File: src/rtl/ps2_game_input_if.sv
// PS/2 pin and game-control bundle between the board pins, the PS/2 decoder
// and the game FSM.
interface ps2_game_input_if;
  logic       ps2_clk;
  logic       ps2_dat;
  logic       startGame;
  logic [2:0] userGameInput;
  logic       key_valid;
  logic       frame_error;

  modport master (
    output ps2_clk, ps2_dat,
    input  startGame, userGameInput, key_valid, frame_error
  );

  modport slave (
    input  ps2_clk, ps2_dat,
    output startGame, userGameInput, key_valid, frame_error
  );
endinterface

File: src/rtl/ps2_game_input.sv
// PS/2 scan-code set 2 receiver feeding the game FSM: frame reception with
// parity/stop/timeout checks, then break/extended/typematic-aware key decoding.
module ps2_game_input #(
  parameter int TIMEOUT_CYCLES = 50000
) (
  input logic        clock,
  input logic        reset,
  ps2_game_input_if.slave bus
);

  localparam logic [1:0] R_IDLE   = 2'd0;
  localparam logic [1:0] R_DATA   = 2'd1;
  localparam logic [1:0] R_PARITY = 2'd2;
  localparam logic [1:0] R_STOP   = 2'd3;

  localparam int          CW     = $clog2(TIMEOUT_CYCLES + 1);
  localparam logic [CW-1:0] TO_MAX = CW'(TIMEOUT_CYCLES - 1);
  localparam logic [CW-1:0] TO_ONE = CW'(1);

  logic          clk_s1, clk_s2, clk_s3;
  logic          dat_s1, dat_s2;
  logic          fall;
  logic [1:0]    state;
  logic [2:0]    bit_cnt;
  logic [7:0]    shift_reg;
  logic          parity;
  logic [CW-1:0] to_cnt;
  logic          ext, brk;
  logic [7:0]    held;

  // Sync flops reset to the idle-high line level so reset release never
  // fabricates a falling edge.
  // NOTE: sequential state uses non-blocking (<=) so every flop samples
  // pre-edge values regardless of statement order.
  always_ff @(posedge clock or posedge reset) begin
    if (reset) begin
      clk_s1 <= 1'b1;
      clk_s2 <= 1'b1;
      clk_s3 <= 1'b1;
      dat_s1 <= 1'b1;
      dat_s2 <= 1'b1;
    end else begin
      clk_s1 <= bus.ps2_clk;
      clk_s2 <= clk_s1;
      clk_s3 <= clk_s2;
      dat_s1 <= bus.ps2_dat;
      dat_s2 <= dat_s1;
    end
  end

  assign fall = clk_s3 & ~clk_s2;

  always_ff @(posedge clock or posedge reset) begin
    if (reset) begin
      state           <= R_IDLE;
      bit_cnt         <= 3'd0;
      shift_reg       <= 8'd0;
      parity          <= 1'b0;
      to_cnt          <= '0;
      bus.key_valid   <= 1'b0;
      bus.frame_error <= 1'b0;
    end else begin
      bus.key_valid   <= 1'b0;
      bus.frame_error <= 1'b0;
      if (fall) begin
        to_cnt <= '0;
        case (state)
          R_IDLE: begin
            if (!dat_s2) begin
              state   <= R_DATA;
              bit_cnt <= 3'd0;
            end
          end
          R_DATA: begin
            shift_reg <= {dat_s2, shift_reg[7:1]};
            bit_cnt   <= bit_cnt + 3'd1;
            if (bit_cnt == 3'd7) state <= R_PARITY;
          end
          R_PARITY: begin
            parity <= dat_s2;
            state  <= R_STOP;
          end
          default: begin
            if (dat_s2 && (^{shift_reg, parity})) bus.key_valid <= 1'b1;
            else                                  bus.frame_error <= 1'b1;
            state <= R_IDLE;
          end
        endcase
      end else if (state != R_IDLE) begin
        if (to_cnt == TO_MAX) begin
          state           <= R_IDLE;
          to_cnt          <= '0;
          bus.frame_error <= 1'b1;
        end else begin
          to_cnt <= to_cnt + TO_ONE;
        end
      end
    end
  end

  // shift_reg holds the accepted byte while key_valid is high; the next frame
  // cannot shift in data for at least one more ps2_clk fall.
  // NOTE: output pulses default to 0 at the top of the clocked block, so each
  // branch only states when it fires.
  always_ff @(posedge clock or posedge reset) begin
    if (reset) begin
      bus.startGame     <= 1'b0;
      bus.userGameInput <= 3'd0;
      ext               <= 1'b0;
      brk               <= 1'b0;
      held              <= 8'd0;
    end else begin
      bus.startGame     <= 1'b0;
      bus.userGameInput <= 3'd0;
      if (bus.frame_error) begin
        ext <= 1'b0;
        brk <= 1'b0;
      end else if (bus.key_valid) begin
        if (shift_reg == 8'hE0) begin
          ext <= 1'b1;
        end else if (shift_reg == 8'hF0) begin
          brk <= 1'b1;
        end else if (ext) begin
          ext <= 1'b0;
          brk <= 1'b0;
        end else if (brk) begin
          brk <= 1'b0;
          if (shift_reg == held) held <= 8'd0;
        end else if (shift_reg != held) begin
          held <= shift_reg;
          case (shift_reg)
            8'h15:        bus.userGameInput <= 3'd1;
            8'h1D:        bus.userGameInput <= 3'd2;
            8'h24:        bus.userGameInput <= 3'd3;
            8'h2D:        bus.userGameInput <= 3'd4;
            8'h2C:        bus.userGameInput <= 3'd5;
            8'h29, 8'h5A: bus.startGame     <= 1'b1;
            default:      ;
          endcase
        end
      end
    end
  end

endmodule
File: src/flat_wrapper.sv
// flat-port wrapper written by rule: the top's interface ports become plain ports
module ps2_game_input_flat 
#(
  parameter int TIMEOUT_CYCLES = 50000
)
  (clock, reset, bus_ps2_clk, bus_ps2_dat, bus_startGame, bus_userGameInput, bus_key_valid, bus_frame_error);
  ps2_game_input_if bus_i ();
  input logic clock;
  input logic reset;
  input wire logic [$bits(bus_i.ps2_clk)-1:0] bus_ps2_clk;
  input wire logic [$bits(bus_i.ps2_dat)-1:0] bus_ps2_dat;
  output wire logic [$bits(bus_i.startGame)-1:0] bus_startGame;
  output wire logic [$bits(bus_i.userGameInput)-1:0] bus_userGameInput;
  output wire logic [$bits(bus_i.key_valid)-1:0] bus_key_valid;
  output wire logic [$bits(bus_i.frame_error)-1:0] bus_frame_error;
  assign bus_i.ps2_clk = bus_ps2_clk;
  assign bus_i.ps2_dat = bus_ps2_dat;
  assign bus_startGame = bus_i.startGame;
  assign bus_userGameInput = bus_i.userGameInput;
  assign bus_key_valid = bus_i.key_valid;
  assign bus_frame_error = bus_i.frame_error;
  ps2_game_input #(.TIMEOUT_CYCLES(TIMEOUT_CYCLES)) u_core (.clock(clock), .reset(reset), .bus(bus_i));
endmodule
File: config.mk
export PLATFORM = sky130hd
export DESIGN_NAME = ps2_game_input_flat
export DESIGN_NICKNAME = d
export VERILOG_FILES = /design/src/rtl/ps2_game_input_if.sv /design/src/rtl/ps2_game_input.sv /design/src/flat_wrapper.sv
export SDC_FILE = /design/constraint.sdc
export NUM_CORES = 1
export LEC_CHECK = 0
export ABC_AREA = 1
export CELL_PAD_IN_SITES_DETAIL_PLACEMENT = 2
export CELL_PAD_IN_SITES_GLOBAL_PLACEMENT = 2
export CORE_ASPECT_RATIO = 0.75
export CORE_MARGIN = 3
export CORE_UTILIZATION = 28
export DETAILED_ROUTE_END_ITERATION = 7
export PLACE_DENSITY_LB_ADDON = 0.12
export SETUP_SLACK_MARGIN = 0.5
export SYNTH_ARGS = -nofsm -noshare
export SYNTH_HDL_FRONTEND = slang
export SYNTH_SLANG_ARGS = --single-unit
File: constraint.sdc
create_clock -name clock -period 3.1 [get_ports clock]
set_input_delay 0.775 -clock clock [delete_from_list [all_inputs] [get_ports clock]]
set_output_delay 0.775 -clock clock [all_outputs]
set_load 0.005 [all_outputs]
---- Word-level counts from Yosys, hierarchy flattened ----
Index checks and enable logic that the tools add are counted.
Widths: inputs -> output; s select.
cells by class
  equality and inequality tests ........... 21
  mux-type cells .......................... 46
  bitwise logic cells ..................... 6
  add/subtract/negate cells ............... 2
  reduce and logical (&&, ||, !) cells .... 18
operator list
  kind                   count
  $mux 16                3
  $eq 8x6->1 const B     4
  $mux 1                 24
  $mux 3                 8
  $mux 8                 3
  $add 16x1->16 const B  1
  $eq 16x16->1 const B   1
  $eq 8x5->1 const B     2
  $eq 8x8->1 const B     2
  $pmux 3 s5             1
  $reduce_bool 2->1      6
  $mux 2                 5
  $reduce_xor 9->1       1
  $eq 8x7->1 const B     1
  $eq 8x8->1             1
  $ne 8x8->1             1
  $reduce_and 2->1       4
  $reduce_and 7->1       1
  $ne 3x3->1 const B     2
  $pmux 2 s3             1
  $pmux 3 s2             1
  $not 1->1              5
  $ne 2x2->1 const B     2
  $reduce_and 4->1       1
  other kinds (12)       12
storage, ports and cells
  input bits .............................. 4
  output and inout bits ................... 6
  word-level logic and storage cells ...... 110
  register bits ........................... 51

---- Logic depth before layout (Yosys ltp) ----
  depth in word-level cells ............... 10
  gate-level depth with buffers ........... 12
  depth with buffers taken out ............ 11

---- Least setup slack after synthesis ----
Ideal clock, no wire load.
  kind .................................... reg-to-reg
  from .................................... reg u_core.state[0]
  to ...................................... reg u_core.to_cnt[11]
  data required time ...................... 2981 ps
  path buffers ............................ 0
  stages on the path, launching flop included .. 10
  arrival ................................. 1370 ps
  setup slack ............................. 1611 ps
  clock period less this slack ............ 1489 ps
  cells stage by stage .................... dfrtp_1 inv_1 ha_1 inv_2 nor2_4 inv_1 nand3_2 nor2_2 a21oi_1 nor2_1
between the ends
  longest elaborated chain between the ends .. 2
RTL lines
  element                      RTL line              text
  from (decl)                  ps2_game_input.sv:23  logic [1:0] state;
  from (signal assigned)       ps2_game_input.sv:55  state <= R_IDLE;
  from (signal assigned)       ps2_game_input.sv:70  state <= R_DATA;
  from (signal assigned)       ps2_game_input.sv:77  if (bit_cnt == 3'd7) state <= R_PARITY;
  $reduce_bool 2->1            ps2_game_input.sv:89  end else if (state != R_IDLE) begin
  $reduce_bool 2->1 (no line)  -
  to (signal assigned)         ps2_game_input.sv:95  to_cnt <= to_cnt + TO_ONE;
  to (decl)                    ps2_game_input.sv:27  logic [CW-1:0] to_cnt;
Every way passes these cells.
A chain may end at the register's enable or synchronous reset.

---- Worst setup path in the final report ----
  from .................................... reg u_core.bus.frame_error
  to ...................................... out bus_frame_error
RTL lines
  element                 RTL line                 text
  from (decl)             ps2_game_input_if.sv:18  output startGame, userGameInput, key_valid, frame_error
  from (signal assigned)  ps2_game_input.sv:61     bus.frame_error <= 1'b0;
  from (signal assigned)  ps2_game_input.sv:64     bus.frame_error <= 1'b0;
  from (signal assigned)  ps2_game_input.sv:85     else bus.frame_error <= 1'b1;
  to (decl)               flat_wrapper.sv:15       output wire logic [$bits(bus_i.frame_error)-1:0] bus_frame_error;
No word-level cell between the ends.

==> results by stage <==
Logic synthesis:
- Synthesis instantiated 34 different standard cells from the library.
- Of all cell types, the one taking the most synthesized area is dfrtp_1.
- The count of flip-flops with a built-in enable after synthesis is 0.
- The mapped netlist covers 3020 um2.
- Counting instances in the post-synthesis netlist gives the leading cell types as 127 x nand2_1, 46 x dfrtp_1, 45 x inv_1.
- The proportion of synthesized chip area in sequential cells is 42.5%.
- The count of synthesis-stage warnings from yosys is 0.
- The most used flip-flop cell after synthesis is dfrtp_1.
- Yosys attributes the largest share of cell area to dfrtp_1 38%, nand2_1 16%, inv_1 5.6%.
- The most common cell in the netlist is nand2_1.
- The cell count after synthesis came out at 401.
- The area share of the leading cell type in the synthesized netlist is 38.1%.
- The number of storage elements in the synthesis netlist is 51.
- The post-synthesis average cell area is 7.53 um2.
- Counting every net in the synthesized netlist gives 412.
- Of all flip-flops after synthesis, the portion carrying an async set or reset was 100%.

Clock tree:
- In this run, CTS created clock tree buffers numbering 5.
- The post-CTS repair timing setup buffer count is 0.
- The clock-pin slew on the worst setup and hold paths is 0.07 ns.
- The post-cts hold buffer count is 0.
- The clock latency on the worst-skew pair is 0.30 ns.
- The post-cts resize count is 0.
- The tree is rooted in a clkbuf_16.
- The worst-case clock buffer depth is 2.
- The clock sink total is 51.
- The H-tree depth is 2.
- TritonCTS built the clock tree.

Setup path:
- The critical path goes through clkdlybuf4s50_1.
- In this design, the stage delay of the slowest critical-path cell is 0.54 ns.
- In this run the worst path has a maximum fanout of 4.
- The kind of cell adding the most delay to the critical path is buffers and inverters.
- The critical path start-end classification is register to output port.
- The worst path arrival time is 1.27 ns.
- The startpoint kind of the worst setup timing path is a register.
- The number of buffers and inverters on the critical path is 1.
- The kind of capture point of the worst setup path is an output port.
- For this design, the slowest cell found on the critical path is clkdlybuf4s50_1.
- The required time of the critical path is 2.32 ns.

STA:
- The worst relative slew slack is 63.0%.
- The total setup violations reported at the end of the flow is 0.
- The final critical-path setup slack is 1.06 ns.
- The part of the cycle the worst path needs is 65.9%.
- Between clock sinks in the finished design, the worst skew comes to 0.00761 ns.
- In the final timing run, aggregate negative setup slack is 0 ns.
- The number of hold-slack violations in the final timing report is 0.
- Hold timing on the final database bottoms out at a slack of 0.353 ns.
- The shortest period the worst path allows is 2.04 ns.
- The slew of the pin with the lowest slew margin is 0.554 ns.
- For this run, the top clock speed supported by timing is 490 MHz.
- Setup repair after global routing left no endpoint under its margin.
- The final-report max-slew violation count was 0.

Route:
- The count of vias placed by the detailed router is 2620.
- After the first detailed-routing iteration, the DRC count stood at 120.
- Summed over all layers, the routed wires come to 8.88 mm.
- After detailed routing, the number of remaining DRC violations is 0.
- The first detailed-routing pass ran for 4 iterations.
- After detailed routing, the average wire length per cell comes to 16.3 um.
- Once detail routing completed, the nets flagged for antenna violations numbered 0.
- Dividing the detail-routed via count by the number of cells gives 4.80.

Cells and area:
- The number of antenna diodes is 0.
- Leaving out filler cells and counting taps, the final layout contains 546.
- After routing the design area is 3350 um2.
- The filler cells instantiated in the layout total 1251.
- Compared with the post-synthesis result, the final layout area differs by 11.1%.
- The number of flip-flops under the largest register name is 16.
- The sequential cells in the finished layout cover a total of 1280 um2.
- The area taken by multi-input logic gates is 1430 um2.
- Of the cells placed in the final design, the portion with a size suffix greater than 1 is 11.2%.
- The number of nets at the end of the flow is 420.

Floorplanning:
- The core outline area is 10400 um2.
- From bottom edge to top edge, the die measures 95.9 um.
- The overall die area is 12100 um2.
- The count of boundary I/O pins is 10.
- The chip width is 126 um.
- The number of standard-cell rows in the floorplan is 32.
- For this configuration, the core starts out at a cell density of 29.0%.

Global route:
- The total track usage is 16.3%.
- The leftover overflow at the end of global routing is 0.
- The first-pass GRT wire length is 15.5 mm.
- The number of global-route vias before repair is 2900.
- The number of antenna violations at the first check in global routing is 0.
- The largest net degree at the start of global routing is 21.

Power and ir drop:
- The combinational cell fraction of total power is 34.6%.
- Internal power comes to 1.33 mW.
- Summed over all cells, the static leakage comes to 1.59 nW.
- The switching power share of the total is 41.6%.
- The share of total power dissipated in sequential elements is 38.9%.
- In this run the power density over the cells is 677 nW/um2.
- The analysis attributes to net switching a power of 0.945 mW.
- VDD sags by at most 243 uV.
- The clock network is responsible for 26.5% of the overall power.

Run status:
- The flow ran to the end, and the final reports show no timing, DRC or antenna violations.

Placement:
- The total instance count after detailed placement is 538.
- The count of buffers added on input and output ports is 9.
- Once detailed placement completed, the half-perimeter wirelength came to 6.86 mm.
- The pre-CTS worst setup slack is 1.14 ns.
- The cell area reported after detailed placement is 3200 um2.
- The global placement routability congestion is 0.761.

Job:
- The number of violations of the max-capacitance limit is 0.

Min path:
- The worst hold path class is register to register.
-- power by group through the flow --
stage          Sequential [mW]  Combinational [mW]  Clock, mW
2_1_floorplan            0.801               0.684          0
3_3_place_gp             0.894               0.751          0
3_5_place_dp             0.897               0.789          0
4_1_cts                  0.885               0.804      0.629
5_1_grt                  0.905               0.918      0.653
6_report                 0.883               0.786      0.603
-- worst paths after layout --
kind	startpoint	endpoint	slack (ns)	cells after the start
worst max-delay path	u_core.bus.frame_error	bus_frame_error	1.06	1
worst min-delay path	u_core.clk_s1	u_core.clk_s2	0.35	0
worst max register to register	u_core.clk_s3	u_core.to_cnt[11]	1.15	9
worst min register to register	u_core.clk_s1	u_core.clk_s2	0.35	0
max in group asynchronous	reset	u_core.dat_s1	1.61	3
min in group asynchronous	reset	u_core.to_cnt[11]	0.80	2
-- per-stage QoR --
step	util, %	power [mW]
after floorplan	-	1.48
after global placement	30.7	1.64
after detailed placement	30.7	1.69
after CTS	32.2	2.32
after global routing	32.2	2.48
final	32.2	2.27
-- metal layers --
metal  GRT usage, %  vias to the layer above  wire [um]
met5              0                        -          0
met4           3.93                        0         89
met3           3.16                        8        194
met2           24.3                       19       3620
met1           24.3                     1313       4980
li1               -                     1280          -
-- logic make-up (layout without fill, tap and decap cells) --
group | count (synthesis) | in the layout | synth area share (%)
compound gates | 29 | 29 | 5.10
xor+xnor | 7 | 7 | 2.03
fa+ha+maj | 7 | 7 | 2.90
buf+inv | 66 | 75 | 10.2
flops | 51 | 51 | 42.5
simple gates | 241 | 241 | 37.3
-- layout make-up --
| cell class | instances | area share [%] |
|---|---|---|
| Clock buffer | 8 | 4.66 |
| Inverter | 56 | 6.27 |
| Multi-Input combinational cell | 284 | 42.6 |
| Sequential cell | 51 | 38.2 |
| Tap cell | 136 | 5.07 |
| Timing Repair Buffer | 11 | 3.13 |
-- cell usage in the layout (no fill, tap or decap), types with 2 or more instances in the layout --
master / synthesis / final
a21oi_1: 4 / 4
buf_4: 2 / 2
clkbuf_16: 0 / 5
clkbuf_8: 0 / 2
clkdlybuf4s50_1: 0 / 9
dfrtp_1: 46 / 46
dfstp_2: 5 / 5
ha_1: 7 / 7
inv_1: 45 / 44
inv_2: 10 / 11
nand2_1: 127 / 127
nand2_2: 4 / 4
nand2_4: 2 / 2
nand3_1: 29 / 29
nand3_2: 2 / 2
nand4_1: 15 / 15
nor2_1: 40 / 40
nor2_2: 5 / 5
nor2_4: 3 / 3
nor3_1: 7 / 7
o21ai_0: 19 / 19
o21ai_1: 2 / 2
o22ai_1: 2 / 2
xnor2_1: 4 / 4
xor2_1: 3 / 3
(Power assumes the default switching activity.)
